--- src/rtl/athos_pkg.sv ---
// -----------------------------------------------------------------------------
// athos_pkg
// Shared definitions for the ATHOS SWAR bit-count pipeline.
//   - SWAR_MAX_W      : widest operand swar_mask() can describe.
//   - SWAR_STEP_MAX_W : width of the step count carried down the pipeline.
//   - swar_op_t       : per-operation control that travels alongside the data
//                       word (saturated step count and, when built, parity).
//   - swar_mask()     : returns M_k, the "f zeros above f ones" mask used by
//                       SWAR step k (f = 2^(k-1)).
// Optional feature macro: ATHOS_SWAR_PARITY_EN (adds the parity field).
// -----------------------------------------------------------------------------
package athos_pkg;

    localparam int SWAR_MAX_W      = 1024;
    // Four bits hold any LOG2W up to 15, far beyond SWAR_MAX_W's 10.
    localparam int SWAR_STEP_MAX_W = 4;

    // The data word itself is WIDTH-parametrised in each module, so it is
    // carried next to this struct; the struct holds everything else an
    // operation needs at each stage.
    typedef struct packed {
        logic [SWAR_STEP_MAX_W-1:0] steps;
`ifdef ATHOS_SWAR_PARITY_EN
        logic                       parity;
`endif
    } swar_op_t;

    // Bit i of M_k is set when bit i lies in the low half of its 2f-bit group,
    // i.e. when floor(i / f) is even. Bits at or above width are left clear.
    function automatic logic [SWAR_MAX_W-1:0] swar_mask(input int width, input int k);
        logic [SWAR_MAX_W-1:0] m;
        int                    f;
        m = '0;
        f = 1 << (k - 1);
        for (int i = 0; i < SWAR_MAX_W; i++) begin
            if ((i < width) && (((i / f) % 2) == 0)) begin
                m[i] = 1'b1;
            end
        end
        return m;
    endfunction

endpackage : athos_pkg

--- src/rtl/swar_stage.sv ---
// -----------------------------------------------------------------------------
// swar_stage
// One SWAR pairwise-add step followed by its pipeline register.
// Stage K adds neighbouring f-bit fields (f = 2^(K-1)) into 2f-bit fields when
// the operation's step count is at least K, otherwise it passes data through.
// Parameters:
//   WIDTH : operand width (power of two, >= 8)
//   K     : step index, 1..LOG2W
// Ports:
//   i_clk, i_rst : clock, synchronous active-high reset
//   i_en         : global pipeline advance enable
//   i_valid      : valid bit of the incoming operation
//   i_data       : incoming partial result x_{K-1}
//   i_op         : incoming operation control (steps, optional parity)
//   o_valid      : registered valid bit
//   o_data       : registered x_K
//   o_op         : registered operation control
// Optional feature macro: ATHOS_SWAR_PARITY_EN (via athos_pkg::swar_op_t).
// -----------------------------------------------------------------------------
module swar_stage
    import athos_pkg::*;
#(
    parameter int WIDTH = 32,
    parameter int K     = 1
) (
    input  logic             i_clk,
    input  logic             i_rst,
    input  logic             i_en,
    input  logic             i_valid,
    input  logic [WIDTH-1:0] i_data,
    input  swar_op_t         i_op,
    output logic             o_valid,
    output logic [WIDTH-1:0] o_data,
    output swar_op_t         o_op
);

    localparam int                         F         = 1 << (K - 1);
    localparam logic [SWAR_MAX_W-1:0]      MASK_FULL = swar_mask(WIDTH, K);
    localparam logic [WIDTH-1:0]           MASK      = MASK_FULL[WIDTH-1:0];
    localparam logic [SWAR_STEP_MAX_W-1:0] K_STEP    = SWAR_STEP_MAX_W'(K);

    logic [WIDTH-1:0] w_lo;
    logic [WIDTH-1:0] w_hi;
    logic [WIDTH-1:0] w_sum;
    logic [WIDTH-1:0] w_next;

    logic             r_valid;
    logic [WIDTH-1:0] r_data;
    swar_op_t         r_op;

    // Each 2f-bit field sum is at most 2f, which fits in 2f bits, so a plain
    // WIDTH-bit add never carries across a field boundary.
    assign w_lo   = i_data & MASK;
    assign w_hi   = (i_data >> F) & MASK;
    assign w_sum  = w_lo + w_hi;
    assign w_next = (i_op.steps >= K_STEP) ? w_sum : i_data;

    // NOTE: sequential state uses non-blocking assignments so every stage
    // samples its neighbour's pre-edge value and the pipeline shifts cleanly.
    // NOTE: data registers are cleared on reset as well as the valid bit,
    // because the last stage drives rd2_o/rd1_o, which must read 0 after reset.
    always_ff @(posedge i_clk) begin
        if (i_rst) begin
            r_valid <= 1'b0;
            r_data  <= '0;
            r_op    <= '0;
        end else if (i_en) begin
            r_valid <= i_valid;
            r_data  <= w_next;
            r_op    <= i_op;
        end
    end

    assign o_valid = r_valid;
    assign o_data  = r_data;
    assign o_op    = r_op;

endmodule : swar_stage

--- src/rtl/swar_popcount_pipe.sv ---
// -----------------------------------------------------------------------------
// swar_popcount_pipe
// Pipelined SWAR bit-count unit. LOG2W stages each apply one SWAR pairwise-add
// step; a per-operation step count picks how far the reduction goes (1 step =
// 2-bit pair sums, LOG2W steps = full popcount). An optional input byte swap
// handles big-endian word loads. Valid/ready handshake with backpressure via a
// single global enable that advances every stage together.
// Parameters:
//   WIDTH  : operand width, power of two, >= 8
//   LOG2W  : number of stages (derived)
//   STEP_W : width of steps_i (derived)
// Ports:
//   clk_i, rst_i : clock, synchronous active-high reset
//   valid_i      : input operation valid
//   ready_o      : input accepted when valid_i && ready_o
//   rs1_i        : operand
//   steps_i      : SWAR steps to apply (0 = pass-through, >LOG2W saturates)
//   bswap_i      : reverse byte order of rs1_i before reduction
//   valid_o      : result valid
//   ready_i      : downstream accepts result when valid_o && ready_i
//   rd1_o        : parity of the conditioned operand (zero when not built)
//   rd2_o        : SWAR result
// Optional feature macro: ATHOS_SWAR_PARITY_EN (parity on rd1_o).
// -----------------------------------------------------------------------------
module swar_popcount_pipe
    import athos_pkg::*;
#(
    parameter int WIDTH  = 32,
    parameter int LOG2W  = $clog2(WIDTH),
    parameter int STEP_W = $clog2(LOG2W + 1)
) (
    input  logic              clk_i,
    input  logic              rst_i,
    input  logic              valid_i,
    output logic              ready_o,
    input  logic [WIDTH-1:0]  rs1_i,
    input  logic [STEP_W-1:0] steps_i,
    input  logic              bswap_i,
    output logic              valid_o,
    input  logic              ready_i,
    output logic [WIDTH-1:0]  rd1_o,
    output logic [WIDTH-1:0]  rd2_o
);

    localparam int                NBYTES   = WIDTH / 8;
    localparam logic [STEP_W-1:0] STEP_SAT = STEP_W'(LOG2W);

    logic [WIDTH-1:0]  w_x0;
    logic [STEP_W-1:0] w_steps_sat;
    swar_op_t          w_op0;
    logic              w_en;

    // Index 0 is the conditioned input; index k is the output of stage k.
    logic              w_valid [0:LOG2W];
    logic [WIDTH-1:0]  w_data  [0:LOG2W];
    swar_op_t          w_op    [0:LOG2W];

    // NOTE: every combinational output gets a default before any conditional
    // override, so no path leaves it unassigned and no latch is inferred.
    always_comb begin
        w_x0 = rs1_i;
        if (bswap_i) begin
            for (int b = 0; b < NBYTES; b++) begin
                w_x0[8*b +: 8] = rs1_i[8*(NBYTES-1-b) +: 8];
            end
        end
    end

    assign w_steps_sat = (steps_i > STEP_SAT) ? STEP_SAT : steps_i;

    always_comb begin
        w_op0       = '0;
        w_op0.steps = SWAR_STEP_MAX_W'(w_steps_sat);
`ifdef ATHOS_SWAR_PARITY_EN
        w_op0.parity = ^w_x0;
`endif
    end

    // One enable for the whole pipeline: advance whenever the output slot is
    // empty or being drained. Bubbles move along with everything else.
    assign w_en = ready_i || !valid_o;

    // Reset forces ready high; inputs in that cycle are dropped because the
    // stage reset branch wins over the enable.
    assign ready_o = rst_i || w_en;

    assign w_valid[0] = valid_i;
    assign w_data[0]  = w_x0;
    assign w_op[0]    = w_op0;

    for (genvar k = 1; k <= LOG2W; k++) begin : g_stage
        swar_stage #(
            .WIDTH (WIDTH),
            .K     (k)
        ) u_stage (
            .i_clk   (clk_i),
            .i_rst   (rst_i),
            .i_en    (w_en),
            .i_valid (w_valid[k-1]),
            .i_data  (w_data[k-1]),
            .i_op    (w_op[k-1]),
            .o_valid (w_valid[k]),
            .o_data  (w_data[k]),
            .o_op    (w_op[k])
        );
    end

    assign valid_o = w_valid[LOG2W];
    assign rd2_o   = w_data[LOG2W];

`ifdef ATHOS_SWAR_PARITY_EN
    assign rd1_o = {{(WIDTH-1){1'b0}}, w_op[LOG2W].parity};
`else
    assign rd1_o = '0;
`endif

    // The step count has no consumer past the final stage.
    logic w_unused_steps;
    assign w_unused_steps = ^w_op[LOG2W].steps;

endmodule : swar_popcount_pipe

--- config.mk ---
export PLATFORM = sky130hd
export DESIGN_NAME = swar_popcount_pipe
export DESIGN_NICKNAME = d
export VERILOG_FILES = /design/src/rtl/athos_pkg.sv /design/src/rtl/swar_stage.sv /design/src/rtl/swar_popcount_pipe.sv
export SDC_FILE = /design/constraint.sdc
export NUM_CORES = 1
export LEC_CHECK = 0
export CAP_MARGIN = 25
export CORE_MARGIN = 2
export CORE_UTILIZATION = 40
export DETAILED_ROUTE_END_ITERATION = 7
export DONT_BUFFER_PORTS = 1
export MAX_ROUTING_LAYER = met4
export PLACE_DENSITY_LB_ADDON = 0.3
export REMOVE_ABC_BUFFERS = 1
export SETUP_SLACK_MARGIN = 0.15
export SLEW_MARGIN = 30
export SYNTH_ARGS = -nofsm -noshare
export SYNTH_HDL_FRONTEND = slang
export SYNTH_SLANG_ARGS = --single-unit
export TNS_END_PERCENT = 5
--- constraint.sdc ---
create_clock -name clk_i -period 3 [get_ports clk_i]
set_input_delay 0.3 -clock clk_i [delete_from_list [all_inputs] [get_ports clk_i]]
set_output_delay 0.3 -clock clk_i [all_outputs]
set_load 0.005 [all_outputs]
Yosys cells after proc, flatten, opt, wreduce, memory -nomap -nowiden
Cells that the tools add are included.
{"block": "op_classes", "addsub": 5, "n_mul": 0, "div": 0, "order_cmp": 6, "eq_ne": 0, "shift": 0, "mux": 7, "bitwise": 0, "n_reduce_logical": 3}
{"cell": "$mux 32", "n": 6}
{"cell": "$add 31x31->32", "n": 1}
{"cell": "$add 30x30->31", "n": 1}
{"cell": "$add 28x28->29", "n": 1}
{"cell": "$add 24x24->25", "n": 1}
{"cell": "$add 16x16->17", "n": 1}
{"cell": "$ge 3x2->1 const B", "n": 2}
{"cell": "$ge 3x3->1 const B", "n": 2}
{"cell": "$ge 3x1->1 const B", "n": 1}
{"cell": "$gt 3x3->1 const B", "n": 1}
{"cell": "$mux 3", "n": 1}
{"cell": "$logic_or 1x1->1", "n": 2}
{"cell": "$logic_not 1->1", "n": 1}
{"block": "word_totals", "register_bits": 177, "latchBits": 0, "mem_bits_rw": 0, "romBits": 0, "in_bits": 40, "out_inout_bits": 66, "memories": 0}

Longest topological paths before layout
{"block": "logic_depth", "depth_word": 4, "mapped_depth": 8, "ltp_nobuf": 8}

Modules after synthesis
Synthesis repeated with hierarchy kept, for this count alone.
{"block": "hier_totals", "hier_cells": 1282, "area_unflattened_um2": 11138.2}
{"module": "swar_stage (g_stage[5].u_stage)", "instances": 1, "cells_per_inst": 290, "area_per_inst_um2": 2407.3, "seq_area_each_um2": 740.7}
{"module": "swar_stage (g_stage[3].u_stage)", "instances": 1, "cells_per_inst": 247, "area_per_inst_um2": 2128.3, "seq_area_each_um2": 740.7}
{"module": "swar_stage (g_stage[4].u_stage)", "instances": 1, "cells_per_inst": 253, "area_per_inst_um2": 2122.0, "seq_area_each_um2": 740.7}
{"module": "swar_stage (g_stage[2].u_stage)", "instances": 1, "cells_per_inst": 206, "area_per_inst_um2": 1861.8, "seq_area_each_um2": 740.7}
{"module": "swar_stage (g_stage[1].u_stage)", "instances": 1, "cells_per_inst": 212, "area_per_inst_um2": 1798.0, "seq_area_each_um2": 740.7}
{"module": "swar_popcount_pipe", "instances": 1, "cells_per_inst": 74, "area_per_inst_um2": 820.8, "seq_area_each_um2": 0.0}

Worst setup path before layout
OpenSTA, ideal clock, no wires.
{"block": "synth_path", "path_kind": "register to register", "startpoint": "reg g_stage[4].u_stage.r_data[0]", "endpoint": "reg g_stage[5].u_stage.r_data[14]", "setup_ns": 0.122, "t_arrival_ns": 1.940, "required_ns": 2.878, "setup_slack_ns": 0.938, "stages_incl_launch_ff": 9, "period_less_slack_ns": 2.062, "cell_sequence": "dfxtp_1 > ha_1 > fa_1 > a21oi_1 > o211a_1 > nor2_1 > a2111oi_2 > xor2_1 > o21ai_1"}
{"block": "synth_via", "elab_chain_cells": 2}
{"item": "start: declaration", "line": "swar_stage.sv:48", "source": "logic [WIDTH-1:0] r_data;"}
{"item": "start signal: assignment", "line": "swar_stage.sv:69", "source": "r_data <= w_next;"}
{"item": "$add 16x16->17", "line": "swar_stage.sv:55", "source": "assign w_sum = w_lo + w_hi;"}
{"item": "$mux 32", "line": "swar_stage.sv:56", "source": "assign w_next = (i_op.steps >= K_STEP) ? w_sum : i_data;"}
{"item": "end signal: assignment", "line": "swar_stage.sv:69"}
{"item": "end: declaration", "line": "swar_stage.sv:48"}
Every way passes these cells.
A chain may end at the register's enable or synchronous reset.

Worst setup path after layout
Ends and elaborated chain as after synthesis.

==> reports/metrics.csv <==
metric,value,unit
total_die_area,26000,µm²
seqPwrFrac,0.473,
grt_setup_unrepaired,no,
post_layout_net_count,1197,
grt_use_met2,0.280,
critical_path_buf_inv_count,0,
setup_tns,0,ns
critPathTopFamily,compound AO/OA/AOI/OAI gates,
boundaryPins,106,
numClockSinks,177,
synth.yosys.seq_area_share,0.358,
maxCapViolCount,0,
place.gp.congestion,0.896,
vdd_ir_drop_max,0.000319,V
path_cells,"ha_1, fa_1, a21oi_1, o211a_1, nor2_1, a2111oi_2, xor2_1, o21ai_1",
critPathMaxFanout,3,
drt_wl_cell,16.6,µm
cpMaxStageDelayCell,fa_1,
max_clock_freq,442,MHz
number_of_buffers_added_by_the_clock_tree_synthesis_step,17,
non_filler_cells_in_the_finished_layout,1406,
final.setup_skew,0.0115,ns
die_h,161,µm
count_of_cells_along_the_worst_register_to_register_path,8,
cellLeakagePower,4.34,nW
hpwl,16300,µm
area.sequential,3540,µm²
min-delay-path-class,in -> reg,
mean_number_of_vias_per_cell,5.38,
antennaDiodeCount,0,
top_usage_layer,met2,
floorplan.die.width,161,µm
routed-via-count,7564,
antenna_found_initial,0,
status,"complete, no violations",
worstSetupStartpointType,flop,
final-max-slew-violation-count,0,
placedCellCount,1373,
syn_inst,1109,
power_density,514,nW/µm²
layout_cell_share_with_drive_strength_beyond_1,0.0850,
worst-path-stages,8,
fin_total_pwr,0.00551,W
grt_pass1_wl,38700,µm
grt-ovfl-total,0,
timing_hold_violations_final,0,
synth.distinct_cells,55,
starting_density_of_the_core,0.407,
period_share,0.754,
endpoint_kind,flop,
num_rows,57,
intPower,0.00412,W
grt_start_max_net_pins,124,
synth-seq-cells,177,
switching_share,0.252,
cp_data_arrival_time,2.56,ns
cts_tree,done,
fill_cell_instance_count_of_the_final_layout,2383,
synthToLayoutAreaGrowth,8.21,%
worst_pin_slew,0.956,ns
met1_usage,0.259,
clock-root-buffer,clkbuf_16,
clkPwrFrac,0.424,
grt_util_all_layers,0.189,
worst_setup_hold_path_clk_slew,0.07,ns
drt_pass1_iterations,5,
cp_slowest_stage_delay,0.43,ns
setup_violations,0,
total_switching_power,0.00139,W
timing.slew.headroom,0.362,
finish.utilization,0.441,
clock_latency,0.43,ns
netlist_area_pre_place,9900,µm²
dr.first_iter.drc_count,571,
critPathRequiredTime,3.30,ns
htreeDepth,4,
worstSetupPathType,reg -> reg,
hold_depth,2,
p_comb_frac,0.102,
yosys_warnings,0,
grt_pass1_vias,7157,
syn_area_per_cell,8.93,µm²
finalCriticalPeriod,2.26,ns
gr-usage-met3,0.0426,
count_of_antenna_violating_nets_left_after_detailed_routing,0,
route.final.wire_length,23300,µm
coreArea,24300,µm²
residual_drc,0,
multi_input_comb_area,5920,µm²
buffer_ports.inserted,0,
clock_tree.buffer_depth,2,
-- synthesized netlist by cell type (all sizes together) --
cell type / count / area (µm²)
a211o: 1 / 10.0
nor3b: 2 / 20.0
a21o: 19 / 144
clkbuf: 45 / 169
or3: 3 / 18.8
nand3b: 2 / 15.0
nor2: 97 / 367
o21bai: 5 / 37.5
and3: 4 / 25.0
buf: 62 / 392
ha: 72 / 901
and2: 3 / 18.8
xor2: 12 / 105
a22oi: 19 / 143
a221oi: 1 / 15.0
o41ai: 2 / 17.5
conb: 1 / 3.75
a211oi: 22 / 170
a21oi: 61 / 309
nand3: 3 / 15.0
inv: 8 / 30.0
dfxtp: 177 / 3540
nand2: 137 / 514
and3b: 1 / 8.76
a2111oi: 3 / 32.5
o31ai: 3 / 22.5
nor3: 12 / 70.1
nand4: 1 / 6.26
nor2b: 34 / 213
o211a: 4 / 40.0
o21a: 1 / 7.51
mux2i: 42 / 420
or2: 1 / 6.26
o211ai: 9 / 67.6
a22o: 41 / 359
o21ai: 81 / 405
nand2b: 5 / 31.3
fa: 15 / 300
a21boi: 1 / 7.51
o22ai: 3 / 18.8
xnor2: 17 / 149
mux2: 32 / 360
a311oi: 44 / 385
a31oi: 1 / 6.26
-- logic make-up after synthesis --
kind of cell | count (synthesis) | synth area share
buffers and inverters | 115 | 0.0596
adder cells (fa/ha/maj) | 87 | 0.121
other | 1 | 0.000379
multiplexers | 74 | 0.0789
AND/OR/NAND/NOR | 305 | 0.134
flip-flops | 177 | 0.358
AO/OA/AOI/OAI | 321 | 0.222
XOR/XNOR | 29 | 0.0257
-- power groups by stage --
| stage | sequential, W | combinational (W) | clock (W) |
|---|---|---|---|
| finish | 0.00261 | 0.000562 | 0.00234 |
| floorplan | 0.00261 | 0.000431 | 0 |
| CTS | 0.00261 | 0.000567 | 0.00238 |
| global route | 0.00263 | 0.000652 | 0.00249 |
| detailed placement | 0.00266 | 0.000528 | 0 |
| global placement | 0.00266 | 0.000517 | 0 |
-- repair_timing --
| item | 4_1_cts | 5_1_grt |
|---|---|---|
| endpoints found under the hold margin | 122 | 0 |
| hold buffers | 2 | 0 |
| gates resized for setup | 0 | 0 |
| setup buffers | 0 | 0 |
-- cell type report --
| class | count | share of cell area |
|---|---|---|
| clock buffer | 20 | 0.0436 |
| multi-input combinational | 848 | 0.552 |
| sequential | 177 | 0.331 |
| timing repair buffer | 18 | 0.0182 |
| inverter | 8 | 0.00280 |
| clock inverter | 11 | 0.0144 |
| tap | 324 | 0.0378 |
-- worst paths after layout --
path | from | end | slack, ns
setup / recovery | g_stage[4].u_stage.o_data[0] | g_stage[5].u_stage.o_data[14] | 0.74
hold / removal | steps_i[2] | g_stage[1].u_stage.o_op[2] | 0.01
setup reg to reg | g_stage[4].u_stage.o_data[0] | g_stage[5].u_stage.o_data[14] | 0.74
hold reg to reg | g_stage[3].u_stage.o_op[0] | g_stage[3].u_stage.o_op[0] | 0.45
-- worst register-to-register path, stage by stage (launching register included) --
cell and delay (ns):
dfxtp_1 0.33, ha_1 0.25, fa_1 0.43, a21oi_1 0.19, o211a_1 0.24, nor2_1 0.09, a2111oi_2 0.36, xor2_1 0.18
o21ai_1 0.06
-- metrics by stage --
stage,hold WS (ns),cell area [µm²],worst slack (ns)
after floorplan,0.369,9460,-3.00
after global placement,0.385,10100,0.791
after detailed placement,0.386,10100,0.776
after CTS,0.00106,10700,0.756
after global routing,0.00670,10700,0.585
final,0.0141,10700,0.739
-- placed cells by master (no fill, tap or decap), types with 4 or more instances in the layout --
master	instances
a211oi_1	21
a21o_1	18
a21oi_1	60
a22o_1	41
a22oi_1	19
a311oi_1	44
and3_1	4
buf_4	13
clkbuf_16	17
conb_1	32
dfxtp_1	177
fa_1	15
ha_1	72
inv_1	8
mux2_2	30
mux2i_1	42
nand2_1	137
nand2b_1	4
nor2_1	96
nor2b_1	33
nor3_1	8
o211a_1	4
o211ai_1	9
o21ai_0	72
o21ai_1	9
o21bai_1	5
xnor2_1	17
xor2_1	12
-- flip-flops by register name (all words and copies together) (netlist names) --
| name | flops |
|---|---|
| g_stage.u_stage.o_data | 160 |
| g_stage.u_stage.o_op | 12 |
| g_stage.u_stage.o_valid | 5 |
-- per-layer routing --
layer	vias to the layer above	share of wire
li1	3871	-
met1	3477	0.48
met2	190	0.44
met3	26	0.060
met4	0	0.019
met5	-	0
No activity file was read; power rests on OpenSTA's default activity.
